===== src/rtl/iot_event_if.sv =====
// Status-in / command-out bundle between the link-status event encoder and its consumer.
// The encoder takes the master side; the counter or monitor takes the slave side.
interface iot_event_if #(
    parameter int N_DEV  = 8,
    parameter int PEND_W = 8
);
    logic [N_DEV-1:0]  dev_status;
    logic              on_off;
    logic              change;
    logic [7:0]        shadow_count;
    logic [PEND_W-1:0] pend_up;
    logic [PEND_W-1:0] pend_dn;
    logic              idle;
    logic              overflow;

    modport master (
        input  dev_status,
        output on_off, change, shadow_count, pend_up, pend_dn, idle, overflow
    );

    modport slave (
        output dev_status,
        input  on_off, change, shadow_count, pend_up, pend_dn, idle, overflow
    );
endinterface


===== src/rtl/iot_event_encoder.sv =====
// Turns per-device connect/disconnect edges into queued up/down events and drains
// them as one on_off/change step per clock, with a shadow of the counter value.
module iot_event_encoder #(
    parameter int N_DEV  = 8,
    parameter int PEND_W = 8
) (
    input  logic clk,
    input  logic rst,
    iot_event_if.master bus
);
    localparam int CNT_W = $clog2(N_DEV + 1);
    localparam int SUM_W = PEND_W + CNT_W + 1;
    localparam logic [SUM_W-1:0] PEND_MAX = {{(CNT_W + 1){1'b0}}, {PEND_W{1'b1}}};

    logic [N_DEV-1:0]  prev_reg;
    logic [N_DEV-1:0]  rise_bits;
    logic [N_DEV-1:0]  fall_bits;
    logic [CNT_W-1:0]  n_up;
    logic [CNT_W-1:0]  n_dn;

    logic [PEND_W-1:0] pend_up_reg, pend_up_next;
    logic [PEND_W-1:0] pend_dn_reg, pend_dn_next;
    logic              last_dir_reg, last_dir_next;
    logic              on_off_reg, on_off_next;
    logic              change_reg, change_next;
    logic [7:0]        shadow_reg, shadow_next;
    logic              overflow_reg, overflow_next;

    logic              has_up, has_dn;
    logic              emit, emit_dir, emit_up, emit_dn;
    logic [SUM_W-1:0]  up_sum, dn_sum;
    logic              up_sat, dn_sat;

    generate
        for (genvar gi = 0; gi < N_DEV; gi++) begin : g_edge
            assign rise_bits[gi] =  bus.dev_status[gi] & ~prev_reg[gi];
            assign fall_bits[gi] = ~bus.dev_status[gi] &  prev_reg[gi];
        end
    endgenerate

    always_comb begin
        n_up = '0;
        n_dn = '0;
        for (int i = 0; i < N_DEV; i++) begin
            n_up = n_up + CNT_W'(rise_bits[i]);
            n_dn = n_dn + CNT_W'(fall_bits[i]);
        end
    end

    // When both directions are pending, alternate so neither queue starves.
    always_comb begin
        has_up   = |pend_up_reg;
        has_dn   = |pend_dn_reg;
        emit     = has_up | has_dn;
        emit_dir = (has_up & has_dn) ? ~last_dir_reg : has_up;
        emit_up  = emit &  emit_dir;
        emit_dn  = emit & ~emit_dir;
    end

    // Widened arithmetic so a burst on top of a nearly full counter is seen before clamping.
    always_comb begin
        up_sum = SUM_W'(pend_up_reg) + SUM_W'(n_up) - SUM_W'(emit_up);
        dn_sum = SUM_W'(pend_dn_reg) + SUM_W'(n_dn) - SUM_W'(emit_dn);
        up_sat = up_sum > PEND_MAX;
        dn_sat = dn_sum > PEND_MAX;

        pend_up_next  = up_sat ? {PEND_W{1'b1}} : up_sum[PEND_W-1:0];
        pend_dn_next  = dn_sat ? {PEND_W{1'b1}} : dn_sum[PEND_W-1:0];
        overflow_next = overflow_reg | up_sat | dn_sat;

        on_off_next   = emit;
        change_next   = emit ? emit_dir : 1'b1;
        last_dir_next = emit ? emit_dir : last_dir_reg;

        shadow_next = shadow_reg;
        if (emit_up) begin
            shadow_next = shadow_reg + 8'd1;
        end else if (emit_dn) begin
            shadow_next = shadow_reg - 8'd1;
        end
    end

    // prev clears on reset so devices still connected re-register as fresh connects.
    always_ff @(posedge clk) begin
        if (rst) begin
            prev_reg     <= '0;
            pend_up_reg  <= '0;
            pend_dn_reg  <= '0;
            last_dir_reg <= 1'b0;
            on_off_reg   <= 1'b0;
            change_reg   <= 1'b1;
            shadow_reg   <= 8'd0;
            overflow_reg <= 1'b0;
        end else begin
            prev_reg     <= bus.dev_status;
            pend_up_reg  <= pend_up_next;
            pend_dn_reg  <= pend_dn_next;
            last_dir_reg <= last_dir_next;
            on_off_reg   <= on_off_next;
            change_reg   <= change_next;
            shadow_reg   <= shadow_next;
            overflow_reg <= overflow_next;
        end
    end

    assign bus.on_off       = on_off_reg;
    assign bus.change       = change_reg;
    assign bus.shadow_count = shadow_reg;
    assign bus.pend_up      = pend_up_reg;
    assign bus.pend_dn      = pend_dn_reg;
    assign bus.idle         = ~(has_up | has_dn);
    assign bus.overflow     = overflow_reg;
endmodule


===== src/flat_wrapper.sv =====
// flat-port wrapper written by rule: the top's interface ports become plain ports
module iot_event_encoder_flat 
#(
    parameter int N_DEV  = 8,
    parameter int PEND_W = 8
)
  (clk, rst, bus_dev_status, bus_on_off, bus_change, bus_shadow_count, bus_pend_up, bus_pend_dn, bus_idle, bus_overflow);
  iot_event_if #(.N_DEV(N_DEV), .PEND_W(PEND_W)) bus_i ();
  input  logic clk;
  input  logic rst;
  input wire logic [$bits(bus_i.dev_status)-1:0] bus_dev_status;
  output wire logic [$bits(bus_i.on_off)-1:0] bus_on_off;
  output wire logic [$bits(bus_i.change)-1:0] bus_change;
  output wire logic [$bits(bus_i.shadow_count)-1:0] bus_shadow_count;
  output wire logic [$bits(bus_i.pend_up)-1:0] bus_pend_up;
  output wire logic [$bits(bus_i.pend_dn)-1:0] bus_pend_dn;
  output wire logic [$bits(bus_i.idle)-1:0] bus_idle;
  output wire logic [$bits(bus_i.overflow)-1:0] bus_overflow;
  assign bus_i.dev_status = bus_dev_status;
  assign bus_on_off = bus_i.on_off;
  assign bus_change = bus_i.change;
  assign bus_shadow_count = bus_i.shadow_count;
  assign bus_pend_up = bus_i.pend_up;
  assign bus_pend_dn = bus_i.pend_dn;
  assign bus_idle = bus_i.idle;
  assign bus_overflow = bus_i.overflow;
  iot_event_encoder #(.N_DEV(N_DEV), .PEND_W(PEND_W)) u_core (.clk(clk), .rst(rst), .bus(bus_i));
endmodule

===== config.mk =====
export PLATFORM = sky130hd
export DESIGN_NAME = iot_event_encoder_flat
export DESIGN_NICKNAME = d
export VERILOG_FILES = /design/src/rtl/iot_event_if.sv /design/src/rtl/iot_event_encoder.sv /design/src/flat_wrapper.sv
export SDC_FILE = /design/constraint.sdc
export NUM_CORES = 1
export LEC_CHECK = 0
export BUFFER_PORTS_ARGS = -buffer_cell sky130_fd_sc_hd__buf_4
export CAP_MARGIN = 10
export CORE_MARGIN = 2
export CORE_UTILIZATION = 35
export DETAILED_ROUTE_END_ITERATION = 6
export SYNTH_ARGS = -nofsm -noshare
export SYNTH_HDL_FRONTEND = slang
export SYNTH_SLANG_ARGS = --single-unit
export TNS_END_PERCENT = 30

===== constraint.sdc =====
create_clock -name clk -period 6 [get_ports clk]
set_input_delay 0.6 -clock clk [delete_from_list [all_inputs] [get_ports clk]]
set_output_delay 0.6 -clock clk [all_outputs]
set_load 0.005 [all_outputs]

==> results of run 1 <==
cell type report:
class / instances / area, um2
fillers: 773 / 4440
multi-input cells: 241 / 1860
flip-flops and latches: 36 / 721
repair buffers: 37 / 278
well taps: 102 / 128
inverters: 28 / 106
clock buffers: 6 / 72.6
clock inverters: 2 / 35.0
worst reg2reg max path, cell delays in order, from the launching register on:
cell and delay (ns):
sky130_fd_sc_hd__dfxtp_1 0.31, sky130_fd_sc_hd__nor2b_1 0.13, sky130_fd_sc_hd__ha_1 0.26, sky130_fd_sc_hd__inv_1 0.05, sky130_fd_sc_hd__fa_1 0.53, sky130_fd_sc_hd__inv_1 0.05
sky130_fd_sc_hd__fa_1 0.50, sky130_fd_sc_hd__fa_1 0.45, sky130_fd_sc_hd__inv_1 0.08, sky130_fd_sc_hd__fa_1 0.45, sky130_fd_sc_hd__fa_1 0.43, sky130_fd_sc_hd__nand2b_1 0.17
sky130_fd_sc_hd__a21oi_2 0.27, sky130_fd_sc_hd__xor2_1 0.33, sky130_fd_sc_hd__or2_1 0.19, sky130_fd_sc_hd__nor4b_4 0.06, sky130_fd_sc_hd__o221ai_2 0.35, sky130_fd_sc_hd__o21ai_0 0.14
power by group:
group	switching (uW)	leakage, uW	total (uW)	internal (uW)
clock network	87.9	0.0000552	211	123
registers	73.8	0.000299	388	315
logic	552	0.00109	1060	508
worst max path at each step:
stage / cells after the start / end / start
6_report: 18 / u_core.bus.overflow / bus_dev_status[0]
5_1_grt: 18 / u_core.bus.overflow / bus_dev_status[1]
4_1_cts: 18 / u_core.bus.overflow / bus_dev_status[1]
3_5_place_dp: 18 / u_core.bus.overflow / bus_dev_status[1]
3_3_place_gp: 18 / u_core.bus.overflow / bus_dev_status[0]
2_1_floorplan: 17 / u_core.bus.overflow / bus_dev_status[0]
per-layer routing:
metal  wire length (um)  vias to the layer above  global-route usage [%]
met5                  0                        -                       0
met4                137                        0                    5.47
met3                189                       11                    2.85
met2               2680                       36                    22.7
met1               2620                     1020                    17.7
li1                   -                     1136                       -
cell families after synthesis:
group | count (synthesis)
mux | 5
fa+ha+maj | 35
buf+inv | 36
flops | 36
xor+xnor | 29
compound gates | 63
simple gates | 109
placed cells by master (no fill, tap or decap), types with 4 or more instances in the layout:
cell type	netlist	layout
sky130_fd_sc_hd__mux2i_1	4	4
sky130_fd_sc_hd__dfxtp_1	36	36
sky130_fd_sc_hd__or2_2	4	4
sky130_fd_sc_hd__buf_4	1	37
sky130_fd_sc_hd__clkbuf_8	0	5
sky130_fd_sc_hd__nor2b_1	23	23
sky130_fd_sc_hd__inv_1	27	27
sky130_fd_sc_hd__a211oi_1	5	5
sky130_fd_sc_hd__ha_1	24	24
sky130_fd_sc_hd__nand2b_1	8	8
sky130_fd_sc_hd__a21o_1	5	5
sky130_fd_sc_hd__nor3_1	4	4
sky130_fd_sc_hd__a21oi_1	22	22
sky130_fd_sc_hd__nand3_1	7	7
sky130_fd_sc_hd__nand2_1	23	23
sky130_fd_sc_hd__nor4_1	4	4
sky130_fd_sc_hd__o21ai_0	13	13
sky130_fd_sc_hd__nor2_1	20	20
sky130_fd_sc_hd__xor2_1	9	9
sky130_fd_sc_hd__fa_1	11	11
sky130_fd_sc_hd__xnor2_1	19	19
through the flow:
step	instances	util [%]	cell area (um2)	hold slack, ns	setup WS, ns
after floorplan	313	-	2740	0.437	1.19
after global placement	444	40.5	3100	0.449	0.693
after detailed placement	444	40.5	3100	0.461	0.678
after CTS	452	41.9	3200	0.474	0.957
after global routing	452	41.9	3200	0.509	0.685
final	452	41.9	3200	0.474	0.970
==> metrics.txt, run 1 <==
# TYPE chip_impl_metric gauge
chip_impl_metric{name="p_leak",unit="uW"} 0.00144
chip_impl_info{name="hold_path.startpoint",value="u_core.last_dir_reg"} 1
chip_impl_metric{name="drv_cap",unit=""} 0
chip_impl_metric{name="netlist.area_leader.share",unit="%"} 26.3
chip_impl_metric{name="share_of_post_route_cells_with_drive_strength_above_1",unit="%"} 17.7
chip_impl_metric{name="grt_max_degree",unit=""} 37
chip_impl_metric{name="drtAntennaViolNets",unit=""} 0
chip_impl_metric{name="critPathBufInv",unit=""} 4
chip_impl_metric{name="antenna_found_initial",unit=""} 0
chip_impl_info{name="reg2reg_start",value="u_core.prev_reg[0]"} 1
chip_impl_info{name="yosysMostFrequentCell",value="sky130_fd_sc_hd__dfxtp_1"} 1
chip_impl_metric{name="drt_pre_antenna_iters",unit=""} 4
chip_impl_metric{name="crit_arrival",unit="ns"} 5.19
chip_impl_metric{name="drt-total-wl",unit="mm"} 5.63
chip_impl_metric{name="syn_inst",unit=""} 313
chip_impl_info{name="synth_top_cell_by_area",value="sky130_fd_sc_hd__dfxtp_1"} 1
chip_impl_metric{name="power.density_cell_area",unit="mW/mm2"} 518
chip_impl_metric{name="initial_utilization",unit="%"} 35.8
chip_impl_info{name="cp_slowest_cell",value="sky130_fd_sc_hd__fa_1"} 1
chip_impl_metric{name="muxShareOfSynthArea",unit="%"} 1.96
chip_impl_metric{name="min_path_cells",unit=""} 1
chip_impl_metric{name="avgViaCountPerCell",unit=""} 4.87
chip_impl_info{name="synthFlopType",value="sky130_fd_sc_hd__dfxtp_1"} 1
chip_impl_metric{name="number_of_buffers_inserted_during_clock_tree_synthesis",unit=""} 5
chip_impl_info{name="critical_path.endpoint_type",value="register"} 1
chip_impl_metric{name="yosysWarningCount",unit=""} 0
chip_impl_metric{name="clkSinkCount",unit=""} 36
chip_impl_metric{name="rd_place_congestion",unit=""} 0.886
chip_impl_metric{name="setup_viol_count_final",unit=""} 0
chip_impl_metric{name="timing.clock.skew",unit="ns"} 0.00668
chip_impl_info{name="combinational_family_with_the_most_area_after_synthesis",value="simple AND/OR/NAND/NOR gates"} 1
chip_impl_metric{name="ios",unit=""} 38
chip_impl_metric{name="vias",unit=""} 2203
chip_impl_metric{name="synth-xor-area-share",unit="%"} 9.54
chip_impl_metric{name="path_clk_slew",unit="ns"} 0.07
chip_impl_info{name="hold_end",value="u_core.last_dir_reg"} 1
chip_impl_metric{name="min_period_over_period",unit="%"} 83.8
chip_impl_metric{name="drt_drc_violations_left",unit=""} 0
chip_impl_metric{name="areaGrowthSynthToFinish",unit="%"} 16.9
chip_impl_metric{name="die_width",unit="um"} 92.5
chip_impl_info{name="timing.critical_path.max_delay_family",value="adder cells"} 1
chip_impl_metric{name="finalPower",unit="uW"} 1660
chip_impl_info{name="ys_top_cells_by_count",value="36 x sky130_fd_sc_hd__dfxtp_1, 27 x sky130_fd_sc_hd__inv_1, 24 x sky130_fd_sc_hd__ha_1"} 1
chip_impl_info{name="critPathKind",value="in -> reg"} 1
chip_impl_metric{name="grt_pass1_wl",unit="mm"} 9.41
chip_impl_metric{name="gr-total-overflow",unit=""} 0
chip_impl_metric{name="post-dp-hpwl",unit="mm"} 4.44
chip_impl_info{name="min-delay-path-class",value="reg -> reg"} 1
chip_impl_metric{name="drt-wirelength-per-cell",unit="um"} 12.5
chip_impl_metric{name="count_of_nets_after_finishing",unit=""} 394
chip_impl_metric{name="cts_setup_buffers",unit=""} 0
chip_impl_info{name="status",value="finished, final reports clean"} 1
chip_impl_info{name="yosys-top-cells-area",value="sky130_fd_sc_hd__dfxtp_1 26%, sky130_fd_sc_hd__ha_1 11%, sky130_fd_sc_hd__fa_1 8.0%, sky130_fd_sc_hd__xnor2_1 6.1%, sky130_fd_sc_hd__nor2b_1 5.2%"} 1
chip_impl_metric{name="synth_simple_gate_area_share",unit="%"} 21.9
chip_impl_metric{name="drv_slew",unit=""} 0
chip_impl_metric{name="htreeDepth",unit=""} 2
chip_impl_metric{name="num_rows",unit=""} 32
chip_impl_metric{name="setup_slack_of_the_worst_register_to_register_path",unit="ns"} 1.12
chip_impl_metric{name="maxClockFrequency",unit="MHz"} 199
chip_impl_metric{name="power.ir.vdd_worst",unit="mV"} 0.164
chip_impl_metric{name="postSynthAreaPerCell",unit="um2"} 8.76
chip_impl_info{name="worst_setup_path_start_kind",value="input port"} 1
chip_impl_metric{name="synth_compound_area_share",unit="%"} 15.7
chip_impl_metric{name="first_global_vias",unit=""} 2081
chip_impl_metric{name="synth.net_count",unit=""} 358
chip_impl_metric{name="sequential_fraction_of_the_synthesis_area",unit="%"} 26.3
chip_impl_metric{name="clk_latency",unit="ns"} 0.29
chip_impl_metric{name="post_cts_resized",unit=""} 0
chip_impl_info{name="worstPathCellList",value="buf_4 -> nor2b_1 -> ha_1 -> inv_1 -> fa_1 -> fa_1 -> inv_1 -> fa_1 -> inv_1 -> fa_1 -> fa_1 -> xor2_1 -> nand2_1 -> nor4_1 -> a311oi_1 -> a31oi_4 -> nor2b_1 -> o21ai_1"} 1
chip_impl_metric{name="slowest_delay",unit="ns"} 0.55
chip_impl_info{name="rsz0062_at_grt",value="false"} 1
chip_impl_metric{name="reg2reg_depth",unit=""} 17
chip_impl_metric{name="synth_edf_count",unit=""} 0
chip_impl_metric{name="timing.slew.headroom",unit="%"} 58.9
chip_impl_info{name="cts_tree",value="done"} 1
chip_impl_metric{name="critPathMaxFanout",unit=""} 9
chip_impl_metric{name="groute.usage.overall",unit="%"} 13.8
chip_impl_metric{name="period_needed",unit="ns"} 5.03
chip_impl_info{name="reg2reg_end",value="u_core.bus.pend_dn[3]"} 1
chip_impl_metric{name="finalSetupTns",unit="ns"} 0
chip_impl_metric{name="standard_cell_core_area",unit="mm2"} 0.00765
chip_impl_info{name="cp_common_cell",value="sky130_fd_sc_hd__fa_1"} 1
chip_impl_metric{name="synth-adder-area-share",unit="%"} 19.0
chip_impl_metric{name="synth_seq_cells",unit=""} 36
chip_impl_metric{name="report.final.hold_viol_count",unit=""} 0
chip_impl_metric{name="vertical_die_dimension",unit="um"} 92.5
chip_impl_metric{name="cts_hold_buf",unit=""} 0
chip_impl_metric{name="worst-slew-pin-transition",unit="ns"} 0.611
chip_impl_metric{name="post_synth_num_cell_types",unit=""} 51
chip_impl_metric{name="ffs_w_async_s_r_synth",unit="%"} 0
chip_impl_metric{name="timing.critical_path.required",unit="ns"} 6.16
chip_impl_metric{name="post_synth_instance_area",unit="mm2"} 0.00274
chip_impl_metric{name="antennaDiodeCount",unit=""} 0
chip_impl_metric{name="fp.dieArea",unit="mm2"} 0.00856
chip_impl_metric{name="portBuffers",unit=""} 37
chip_impl_info{name="clockRootBuffer",value="sky130_fd_sc_hd__clkbuf_8"} 1
chip_impl_metric{name="clock_path_buffers",unit=""} 2
chip_impl_metric{name="initialDrtViolationCount",unit=""} 103
Note: power is estimated with default switching activity, not from simulation.
==> run 2: changes to the inputs <==
==> constraint.sdc (replaced) <==
create_clock -name clk -period 4.6 [get_ports clk]
set_input_delay 0.46 -clock clk [delete_from_list [all_inputs] [get_ports clk]]
set_output_delay 0.46 -clock clk [all_outputs]
set_load 0.005 [all_outputs]
==> metrics.txt, run 2 (same netlist as run 1, synthesis figures left out) <==
# TYPE chip_impl_metric gauge
chip_impl_info{name="status",value="finished, final reports clean"} 1
chip_impl_metric{name="post-dp-hpwl",unit="mm"} 4.73
chip_impl_metric{name="p_leak",unit="uW"} 0.00167
chip_impl_info{name="min-delay-path-class",value="in -> reg"} 1
chip_impl_metric{name="timing.hold.ws",unit="ns"} 0.389
chip_impl_metric{name="drt-wirelength-per-cell",unit="um"} 12.3
chip_impl_info{name="most-common-layout-cells",value="77 x sky130_fd_sc_hd__buf_4, 35 x sky130_fd_sc_hd__dfxtp_1, 25 x sky130_fd_sc_hd__inv_1"} 1
chip_impl_metric{name="first_global_vias",unit=""} 2278
chip_impl_metric{name="areaGrowthSynthToFinish",unit="%"} 32.3
chip_impl_metric{name="rd_place_congestion",unit=""} 0.854
chip_impl_metric{name="min_period_over_period",unit="%"} 96.3
chip_impl_metric{name="report.final.hold_viol_count",unit=""} 0
chip_impl_info{name="worstPathCellList",value="nor2b_1 -> ha_1 -> inv_2 -> fa_1 -> inv_1 -> fa_1 -> fa_2 -> inv_2 -> fa_1 -> fa_2 -> nand2b_4 -> a21oi_4 -> xor2_2 -> or2_1 -> nor4b_4 -> o221ai_4 -> o21ai_1"} 1
chip_impl_metric{name="avgViaCountPerCell",unit=""} 4.86
chip_impl_metric{name="initial_utilization",unit="%"} 35.8
chip_impl_metric{name="clock_path_buffers",unit=""} 2
chip_impl_metric{name="drtAntennaViolNets",unit=""} 0
chip_impl_metric{name="initialDrtViolationCount",unit=""} 79
chip_impl_info{name="most_common_cell_after_layout_fill_and_taps_aside",value="sky130_fd_sc_hd__buf_4"} 1
chip_impl_metric{name="grt_pass1_wl",unit="mm"} 10.3
chip_impl_metric{name="groute.usage.overall",unit="%"} 14.8
chip_impl_info{name="critical_path.endpoint_type",value="register"} 1
chip_impl_metric{name="clkSinkCount",unit=""} 36
chip_impl_metric{name="vias",unit=""} 2398
chip_impl_metric{name="count_of_nets_after_finishing",unit=""} 435
chip_impl_metric{name="crit_arrival",unit="ns"} 4.65
chip_impl_info{name="cp_common_cell",value="sky130_fd_sc_hd__fa_1"} 1
chip_impl_metric{name="drv_cap",unit=""} 0
chip_impl_info{name="worst_setup_path_start_kind",value="register"} 1
chip_impl_metric{name="maxClockFrequency",unit="MHz"} 226
chip_impl_metric{name="power.ir.vdd_worst",unit="mV"} 0.238
chip_impl_metric{name="timing.critical_path.required",unit="ns"} 4.82
chip_impl_metric{name="slowest_delay",unit="ns"} 0.47
chip_impl_metric{name="antennaDiodeCount",unit=""} 0
chip_impl_metric{name="path_clk_slew",unit="ns"} 0.08
chip_impl_info{name="clockRootBuffer",value="sky130_fd_sc_hd__clkbuf_8"} 1
chip_impl_metric{name="share_of_post_route_cells_with_drive_strength_above_1",unit="%"} 32.0
chip_impl_metric{name="drt_drc_violations_left",unit=""} 0
chip_impl_metric{name="gr-total-overflow",unit=""} 0
chip_impl_metric{name="period_needed",unit="ns"} 4.43
chip_impl_info{name="cts_tree",value="done"} 1
chip_impl_metric{name="grt_max_degree",unit=""} 37
chip_impl_metric{name="timing.clock.skew",unit="ns"} 0.0115
chip_impl_metric{name="fp.dieArea",unit="mm2"} 0.00856
chip_impl_metric{name="portBuffers",unit=""} 37
chip_impl_metric{name="timing.slew.headroom",unit="%"} 65.0
chip_impl_metric{name="ios",unit=""} 38
chip_impl_metric{name="drt_pre_antenna_iters",unit=""} 4
chip_impl_metric{name="num_rows",unit=""} 32
chip_impl_info{name="critPathKind",value="reg -> reg"} 1
chip_impl_metric{name="critPathMaxFanout",unit=""} 8
chip_impl_metric{name="vertical_die_dimension",unit="um"} 92.5
chip_impl_metric{name="drt-total-wl",unit="mm"} 6.06
chip_impl_metric{name="standard_cell_core_area",unit="mm2"} 0.00765
chip_impl_metric{name="number_of_buffers_inserted_during_clock_tree_synthesis",unit=""} 5
chip_impl_metric{name="worst-slew-pin-transition",unit="ns"} 0.520
chip_impl_metric{name="die_width",unit="um"} 92.5
chip_impl_metric{name="drv_slew",unit=""} 0
chip_impl_info{name="cp_slowest_cell",value="sky130_fd_sc_hd__fa_1"} 1
chip_impl_metric{name="antenna_found_initial",unit=""} 0
chip_impl_metric{name="finalCoreUtilization",unit="%"} 47.4
chip_impl_metric{name="fill_cells",unit=""} 752
chip_impl_metric{name="power.density_cell_area",unit="mW/mm2"} 674
chip_impl_metric{name="setup_viol_count_final",unit=""} 0
chip_impl_metric{name="clk_latency",unit="ns"} 0.30
chip_impl_metric{name="htreeDepth",unit=""} 2
run 2: cell count changes in the layout (fill, tap and decap cells not counted), moves of 3 or more:
cell                      delta
sky130_fd_sc_hd__buf_4      +40
sky130_fd_sc_hd__fa_1        -4
sky130_fd_sc_hd__fa_2        +4
sky130_fd_sc_hd__o21ai_0     -3
sky130_fd_sc_hd__o21ai_1     +3
run 2: cell type report:
| cell class | count | area [um2] | share of cell area (%) |
|---|---|---|---|
| Timing Repair Buffer | 78 | 598 | 16.5 |
| Tap cell | 102 | 128 | 3.52 |
| Clock inverter | 2 | 10.0 | 0.276 |
| Inverter | 28 | 106 | 2.93 |
| Sequential cell | 36 | 722 | 19.9 |
| Multi-Input combinational cell | 241 | 1980 | 54.6 |
| Clock buffer | 6 | 82.6 | 2.28 |
run 2: what timing repair did:
action                                  CTS  global route
pin swaps                                 8            20
gates resized for setup                   9            11
hold buffers                              0             0
endpoints found under the setup margin    9            17
hold endpoints to repair                  0             0
setup buffers                             3             3
run 2: layer usage:
layer  vias up  wire length [um]  part of all wire, %  GRT usage (%)
met4         0                31                 0.51           4.60
li1       1215                 -                    -              -
met3         5               157                  2.6           2.20
met1      1145              2820                   47           19.2
met5         -                 0                    0              0
met2        33              3050                   50           25.2
run 2: worst paths after layout:
kind                       startpoint                    end  slack (ns)  depth (start not counted)
setup reg to reg   u_core.prev_reg[1]  u_core.bus.pend_dn[5]        0.17                         17
hold reg to reg   u_core.last_dir_reg    u_core.last_dir_reg        0.47                          1
setup / recovery   u_core.prev_reg[1]  u_core.bus.pend_dn[5]        0.17                         17
hold / removal      bus_dev_status[6]     u_core.prev_reg[6]        0.39                          2
run 2: through the flow:
stage	worst slack [ns]	total power, uW	instance area (um2)	setup TNS [ns]	std cells
2_1_floorplan	-0.0276	1610	2780	-0.0427	313
3_3_place_gp	-0.270	2120	3410	-3.82	479
3_5_place_dp	-0.315	2140	3410	-4.63	479
4_1_cts	0.00637	2410	3570	0	490
5_1_grt	-0.000637	2680	3630	-0.000637	493
6_report	0.169	2440	3630	0	493
run 2: critical path: cells and delay by family, from the launching register on:
kind	cells	cell delay, ns
AOI/OAI and AO/OA	3	0.53
xor gates and xnor gates	1	0.12
adders and majority gates	6	2.35
buffers and inverters	3	0.15
DFF	1	0.32
and+or+nand+nor	4	0.89
run 2: power breakdown:
part           switching [uW]  leakage [uW]  internal [uW]  total, uW
Clock                     118     0.0000510            120        237
Combinational             811       0.00132            887       1700
Sequential               98.1      0.000299            411        509
